<file path="config.mk">
export PLATFORM = sky130hd
export DESIGN_NAME = output_row_packer
export DESIGN_NICKNAME = d
export VERILOG_FILES = /design/src/rtl/output_row_packer.sv
export SDC_FILE = /design/constraint.sdc
export NUM_CORES = 1
export LEC_CHECK = 0
export CAP_MARGIN = 20
export CORE_AREA = 2 2 98 90
export CTS_CLUSTER_DIAMETER = 150
export DETAILED_ROUTE_END_ITERATION = 6
export DIE_AREA = 0 0 100 92
export PLACE_DENSITY_LB_ADDON = 0.3
export SLEW_MARGIN = 30
export SYNTH_ARGS = -nofsm -noshare
export SYNTH_HDL_FRONTEND = slang
export SYNTH_SLANG_ARGS = --single-unit
</file>
<file path="constraint.sdc">
create_clock -name clk -period 6.98 [get_ports clk]
set_clock_uncertainty 0.2 [all_clocks]
set_input_delay 1.047 -clock clk [delete_from_list [all_inputs] [get_ports clk]]
set_output_delay 1.047 -clock clk [all_outputs]
set_load 0.1 [all_outputs]
</file>
<file path="src/rtl/output_row_packer.sv">
// Packs per-column convolution result bits MSB-first into one word per output
// row and writes each row, plus an optional end-of-output marker, to the output SRAM.
`timescale 1ns/1ps
module output_row_packer #(
    parameter int                 DATA_W     = 16,
    parameter int                 ADDR_W     = 12,
    parameter logic [ADDR_W-1:0]  BASE_ADDR  = 12'h000,
    parameter logic [DATA_W-1:0]  TERM_WORD  = 16'h00FF,
    parameter bit                 WRITE_TERM = 1'b1
) (
    input  logic              clk,
    input  logic              reset_b,
    input  logic              clear,
    input  logic              res_valid,
    input  logic              res_bit,
    input  logic              res_last,
    input  logic              job_done,
    output logic              dut_sram_write_enable,
    output logic [ADDR_W-1:0] dut_sram_write_address,
    output logic [DATA_W-1:0] dut_sram_write_data,
    output logic              busy,
    output logic [ADDR_W-1:0] rows_written,
    output logic              col_overflow
);

    localparam int               CNT_W    = $clog2(DATA_W + 1);
    localparam logic [CNT_W-1:0] CNT_FULL = CNT_W'(DATA_W);

    typedef enum logic [1:0] {
        S_ACC  = 2'd0,
        S_TERM = 2'd1,
        S_WAIT = 2'd2
    } state_t;

    state_t             state_reg;
    logic [CNT_W-1:0]   count_reg;
    logic [DATA_W-1:0]  word_reg;
    logic               we_reg;
    logic               we_row_reg;
    logic [ADDR_W-1:0]  addr_reg;
    logic [DATA_W-1:0]  data_reg;
    logic               busy_reg;
    logic [ADDR_W-1:0]  ptr_reg;
    logic [ADDR_W-1:0]  rows_reg;
    logic               ovf_reg;

    logic [DATA_W-1:0]  bit_mask;
    logic               room;
    logic               take_bit;
    logic [DATA_W-1:0]  word_next;
    logic [CNT_W-1:0]   count_next;
    logic               flush;
    logic [ADDR_W-1:0]  ptr_next;
    logic [ADDR_W-1:0]  rows_next;

    // One-hot select of the word bit that column count_reg lands in (MSB first).
    generate
        for (genvar gi = 0; gi < DATA_W; gi++) begin : g_mask
            assign bit_mask[gi] = (count_reg == CNT_W'(DATA_W - 1 - gi));
        end
    endgenerate

    assign room       = (count_reg < CNT_FULL);
    assign take_bit   = res_valid && room;
    assign word_next  = (take_bit && res_bit) ? (word_reg | bit_mask) : word_reg;
    assign count_next = take_bit ? (count_reg + CNT_W'(1)) : count_reg;
    assign flush      = (res_valid && res_last) || (job_done && (count_next != '0));

    // The pointer advances at the end of every write cycle, so anything loaded
    // during a write cycle must target the already-advanced address.
    assign ptr_next  = we_reg ? (ptr_reg + ADDR_W'(1)) : ptr_reg;
    assign rows_next = (we_reg && we_row_reg) ? (rows_reg + ADDR_W'(1)) : rows_reg;

    always_ff @(posedge clk or negedge reset_b) begin
        if (!reset_b) begin
            state_reg  <= S_ACC;
            count_reg  <= '0;
            word_reg   <= '0;
            we_reg     <= 1'b0;
            we_row_reg <= 1'b0;
            addr_reg   <= BASE_ADDR;
            data_reg   <= '0;
            busy_reg   <= 1'b0;
            ptr_reg    <= BASE_ADDR;
            rows_reg   <= '0;
            ovf_reg    <= 1'b0;
        end else if (clear) begin
            state_reg  <= S_ACC;
            count_reg  <= '0;
            word_reg   <= '0;
            we_reg     <= 1'b0;
            we_row_reg <= 1'b0;
            addr_reg   <= BASE_ADDR;
            data_reg   <= '0;
            busy_reg   <= 1'b0;
            ptr_reg    <= BASE_ADDR;
            rows_reg   <= '0;
            ovf_reg    <= 1'b0;
        end else begin
            ptr_reg    <= ptr_next;
            rows_reg   <= rows_next;
            we_reg     <= 1'b0;
            we_row_reg <= 1'b0;
            case (state_reg)
                S_ACC: begin
                    if (res_valid && !room) begin
                        ovf_reg <= 1'b1;
                    end
                    word_reg  <= word_next;
                    count_reg <= count_next;
                    if (flush) begin
                        we_reg     <= 1'b1;
                        we_row_reg <= 1'b1;
                        addr_reg   <= ptr_next;
                        data_reg   <= word_next;
                        word_reg   <= '0;
                        count_reg  <= '0;
                    end
                    if (job_done && WRITE_TERM) begin
                        busy_reg <= 1'b1;
                        if (flush) begin
                            state_reg <= S_TERM;
                        end else begin
                            // Nothing to flush: marker goes straight onto the bus.
                            state_reg <= S_WAIT;
                            we_reg    <= 1'b1;
                            addr_reg  <= ptr_next;
                            data_reg  <= TERM_WORD;
                        end
                    end
                end
                S_TERM: begin
                    we_reg    <= 1'b1;
                    addr_reg  <= ptr_next;
                    data_reg  <= TERM_WORD;
                    state_reg <= S_WAIT;
                end
                S_WAIT: begin
                    state_reg <= S_ACC;
                    busy_reg  <= 1'b0;
                end
                default: begin
                    state_reg <= S_ACC;
                    busy_reg  <= 1'b0;
                end
            endcase
        end
    end

    assign dut_sram_write_enable  = we_reg;
    assign dut_sram_write_address = addr_reg;
    assign dut_sram_write_data    = data_reg;
    assign busy                   = busy_reg;
    assign rows_written           = rows_reg;
    assign col_overflow           = ovf_reg;

endmodule

</file>
Word level (Yosys, flattened, before mapping)
Index checks and enable logic that the tools add are counted.
W data, S select, Z words.
{"block": "word_totals", "regBits": 79, "latchBits": 0, "ram_bits": 0, "mem_bits_ro": 0, "output_inout_bits": 43, "memories": 0}
{"block": "op_classes", "addsub": 3, "mul": 0, "n_div": 0, "order_cmp": 1, "n_eq_ne": 18, "shift": 0, "muxes": 39, "bitwise_logic": 1, "n_reduce_logical": 17}
{"operator": "$mux W16", "n": 8}
{"operator": "$mux W12", "n": 8}
{"operator": "$eq A5 B4 Y1 const B", "n": 8}
{"operator": "$pmux W16 S2", "n": 1}
{"operator": "$add A12 B1 Y12 const B", "n": 2}
{"operator": "$pmux W12 S2", "n": 1}
{"operator": "$eq A5 B3 Y1 const B", "n": 4}
{"operator": "$mux W5", "n": 4}
{"operator": "$or A16 B16 Y16", "n": 1}
{"operator": "$mux W1", "n": 11}
{"operator": "$eq A5 B2 Y1 const B", "n": 2}
{"operator": "$logic_and A1 B1 Y1", "n": 6}
{"operator": "$mux W2", "n": 3}
{"operator": "$reduce_bool A2 Y1", "n": 3}
{"operator": "$add A5 B1 Y5 const B", "n": 1}
{"operator": "$eq A5 B1 Y1 const B", "n": 1}
{"operator": "$logic_not A5 Y1", "n": 1}
{"operator": "$lt A5 B5 Y1 const B", "n": 1}
{"operator": "$reduce_bool A5 Y1", "n": 1}
{"operator": "$pmux W1 S2", "n": 2}
{"operator": "$pmux W2 S2", "n": 1}
{"operator": "$reduce_and A2 Y1", "n": 2}
{"operator": "$ne A3 B3 Y1 const B", "n": 1}
{"operator": "$reduce_bool A3 Y1", "n": 1}
{"operator": "other kinds (5)", "n": 5}

Logic depth before layout (Yosys ltp)
{"block": "depth", "ltp_word": 11, "depth_mapped": 9}

Least setup slack after synthesis
Ideal clock, no wire load.
{"block": "synth_path", "path_type": "input-to-reg", "start": "in res_valid", "end": "reg data_reg[7], in the netlist dut_sram_write_data[7]", "arrival_ns": 2.353, "t_required_ns": 6.699, "path_slack_ns": 4.346, "cell_stages": 6, "path_buffers": 1, "path_cell_list": "or4_4 > o41ai_2 > a41oi_4 > and2_4 > buf_6 > a22oi_4"}
{"block": "synth_via", "elab_chain_cells": 10, "elab_cells_between_ends": 13, "cone_classes": "7 x mux; 6 x reduce/logical"}
{"item": "from (decl)", "line_no": "14", "text": "input logic res_valid,"}
{"item": "$logic_and A1 B1 Y1", "line_no": "64", "text": "assign take_bit = res_valid && room;"}
{"item": "$mux W5", "line_no": "66", "text": "assign count_next = take_bit ? (count_reg + CNT_W'(1)) : count_reg;"}
{"item": "$reduce_bool A5 Y1", "line_no": "67", "text": "assign flush = (res_valid && res_last) || (job_done && (count_next != '0));"}
{"item": "$logic_and A1 B1 Y1", "line_no": "67"}
{"item": "$logic_or A1 B1 Y1", "line_no": "67"}
{"item": "$mux W16", "line_no": "111", "text": "if (flush) begin"}
{"item": "$mux W16", "line_no": "121", "text": "if (flush) begin"}
{"item": "$mux W16 *", "line_no": "119", "text": "if (job_done && WRITE_TERM) begin"}
{"item": "$pmux W16 S2 *", "line_no": "104", "text": "case (state_reg)"}
{"item": "$mux W16 *", "line_no": "87", "text": "end else if (clear) begin"}
{"item": "to (signal assigned)", "line_no": "115", "text": "data_reg <= word_next;"}
{"item": "to (decl)", "line_no": "41", "text": "logic [DATA_W-1:0] data_reg;"}
Mark *: on every way between the ends. The rest lies on a longest branch, timed or not.
A chain may end at the register's enable or synchronous reset.

Worst setup path after layout
{"block": "layout_path", "start": "reg we_reg, in the netlist dut_sram_write_enable", "end": "out dut_sram_write_enable"}
{"item": "from (decl)", "line_no": "38", "text": "logic we_reg;"}
{"item": "from (signal assigned)", "line_no": "79", "text": "we_reg <= 1'b0;"}
{"item": "from (signal assigned)", "line_no": "91", "text": "we_reg <= 1'b0;"}
{"item": "from (signal assigned)", "line_no": "102", "text": "we_reg <= 1'b0;"}
{"item": "to (decl)", "line_no": "18", "text": "output logic dut_sram_write_enable,"}
No word-level cell between the ends.

==> impl_results.md <==
- Result of the run: completed
- Initial antenna violation count: 0
- Routability congestion estimate from global placement: 0.824
- Vias: 2614
- Largest cells by area after synthesis: dfrtp_1 55%, o2bb2ai_1 4.4%, nor2_1 3.9%
- Number of H-tree levels: 3
- Layout overhead on the synthesized area: 21.5%
- Post-cts repair resize count: 0
- Number of diodes: 0
- Leakage power total: 0.00183 uW
- Crit-path cells: clkdlybuf4s50_1
- RSZ-0062 raised after global routing: no
- Number of placement rows: 32
- Quantity of hold-fixing buffers added after cts: 0
- Shortest period the worst path allows: 3.34 ns
- # nets final: 387
- Period Utilization, post-route: 47.8%
- Ratio of cells with drive above 1 in the final layout: 9.26%
- Max-cap violations: 0
- Length in cells of the worst reg-to-reg path: 8
- DRC errors left: 0
- Starting utilization of the core area: 43.1%
- Max_slew headroom: 33.6%
- Fill cell count: 758
- Post-DP HPWL: 4790 um
- Worst-case vdd ir drop: 0.0925 mV
- Tightest hold margin: 0.288 ns
- Slowest CP cell: clkdlybuf4s50_1
- Worst Path Class, Setup: register to output port
- Relative contribution of sequential cells to total power: 46.9%
- Setup TNS: 0 ns
- Sum of internal, switching and leakage power: 1030 uW
- Die Ht: 92 um
- # clock sinks: 79
- Core Box Area: 8330 um2
- Class of the most critical hold timing path: register to register
- Clk network pwr share: 35.1%
- Library cell occupying the most area in the post-synthesis netlist: dfrtp_1
- Setup-violating endpoint count in the final report: 0
- Clk Tree Root Cell: clkbuf_8
- Sw Pwr: 340 uW
- DR vias/cell: 5.45
- Maximum buffer depth of the clock tree: 2
- Post-Synthesis Cells: 325
- Total global routing track utilization: 16.9%
- Synth Net Count: 339
- Remaining global-route overflow: 0
- Switching share of total power: 33.0%
- Average instance area after synthesis: 11.0 um2
- First drt pass iteration count: 4
- Hold Violations, Final: 0
- Primary FF master, synth: dfrtp_1
- Violation count after the first detailed-route iteration: 109
- Port bufs: 49
- P per Cell Area: 236 nW/um2
- Footprint of the multi-input gates: 1500 um2
- Register bit total from synthesis: 79
- Global-route wire length before repair: 12400 um
- Total Die Area: 9200 um2
- TritonCTS clock tree: yes
- Largest net degree at the start of global routing: 80
- Startpoint types: register
- Most common cell in the synthesized netlist: dfrtp_1
- Share of the yosys chip area belonging to registers: 55.1%
- Required time at the worst-slack endpoint: 5.73 ns
- Count of yosys warnings during synthesis: 0
- Horizontal die dimension: 100 um
- Top Family by Delay on Critical Path: buffers and inverters
- CP max FO: 9
- Number of global-route vias before repair: 2448
- Post-synthesis cell type count: 45
- Final core utilization: 52.4%
- Most frequent cells after synthesis: 79 x dfrtp_1, 37 x nor2_1, 21 x nand2_1
- Largest stage delay, worst path: 1.20 ns
- Number of top-level design ports: 50
- Post-synth design cell area: 3590 um2
- Post-DRT Antenna Nets: 0
- Setup bufs post-CTS: 0
- Pin slew with the least headroom to its limit: 0.992 ns
- Final wirelength: 7390 um
- Share of Yosys cell area claimed by the top area cell type: 55.1%
- Storage cell area: 1980 um2
- Max Transition Viols Final: 0
- Highest achievable clock rate: 300 MHz
- Arrival time of the worst setup path: 2.09 ns
- Number of synthesized flops with an enable pin: 0
- Total stage count of the critical path: 1
- Insertion delay of the later-clocked pin in the worst-skew pair: 0.35 ns
- Ys async rst share: 100%
- Combinational share of power: 18.0%
- Critical path endpoint category: output port
- Post-DR wirelength/cell: 15.4 um
- Clock Pin Slew Worst Setup and Hold Paths: 0.09 ns
- Buffers plus inverters on the worst setup path: 1
- Cell count of the worst hold path: 2
- Cell-internal power: 690 uW
- Number of buffers inserted during clock tree synthesis: 9
## layout make-up
| class | count | share of cell area (%) |
|---|---|---|
| tap | 102 | 2.93 |
| timing repair buffer | 50 | 11.4 |
| multi-input combinational | 221 | 34.5 |
| sequential | 79 | 45.3 |
| clock buffer | 9 | 2.84 |
| inverter | 12 | 1.03 |
| clock inverter | 7 | 1.98 |
## cells by family (layout without fill, tap and decap cells)
| group | count (synthesis) | in the layout | synth area share [%] |
|---|---|---|---|
| flops | 79 | 79 | 55.1 |
| xor+xnor | 21 | 21 | 5.12 |
| mux | 1 | 1 | 0.279 |
| buf+inv | 25 | 78 | 3.10 |
| simple gates | 111 | 111 | 15.6 |
| fa+ha+maj | 7 | 7 | 2.44 |
| compound gates | 81 | 81 | 18.4 |
## stage by stage
step,setup WS [ns],cells,area [um2]
global placement,3.56,464,4150
floorplan,4.35,325,3590
CTS,3.63,480,4360
detailed placement,3.51,464,4150
finish,3.64,480,4360
global route,3.57,480,4360
## worst reg2reg max path, cell delays in order, from the launching register on
cell and delay [ns]:
dfrtp_1 0.48, ha_1 0.34, and3_1 0.22, ha_1 0.26
inv_1 0.05, o41ai_2 0.42, and4_1 0.31, o21ai_1 0.22
o21ai_0 0.28
## cell usage in the layout, fill, tap and decap left out, types with 2 or more instances in the layout
cell,instances
a21o_1,2
a21oi_1,20
a22oi_2,7
a32o_1,10
and3_1,3
clkbuf_8,9
clkdlybuf4s50_1,48
dfrtp_1,79
ha_1,7
inv_1,12
inv_6,2
inv_8,2
nand2_1,21
nand2b_1,10
nand3_1,7
nand3b_1,3
nand4_1,7
nor2_1,36
nor2b_1,5
nor3_1,5
o21ai_0,13
o2bb2ai_1,18
or3_1,4
xnor2_1,9
xor2_1,12
## power by group through the flow
| stage | registers, uW | logic (uW) | clock network [uW] |
|---|---|---|---|
| finish | 483 | 185 | 362 |
| global route | 486 | 196 | 382 |
| CTS | 484 | 186 | 370 |
| detailed placement | 493 | 186 | 0 |
| global placement | 492 | 184 | 0 |
| floorplan | 566 | 62.0 | 0 |
## worst paths after layout
kind | start | endpoint | slack (ns)
setup / recovery | dut_sram_write_enable | dut_sram_write_enable | 3.64
hold / removal | word_reg[1] | word_reg[1] | 0.29
setup reg to reg | count_reg[0] | word_reg[2] | 4.11
hold reg to reg | word_reg[1] | word_reg[1] | 0.29
max in group asynchronous | reset_b | dut_sram_write_data[4] | 5.54
min in group asynchronous | reset_b | rows_written[3] | 0.49
## per-layer routing
metal | track usage, % | share of wire (%) | up-vias
met2 | 23.0 | 44 | 47
met3 | 2.74 | 3.8 | 5
met4 | 7.42 | 0.88 | 0
met1 | 26.3 | 51 | 1302
met5 | 0 | 0 | -
li1 | - | - | 1260
Note: power is estimated with default switching activity, not from simulation.
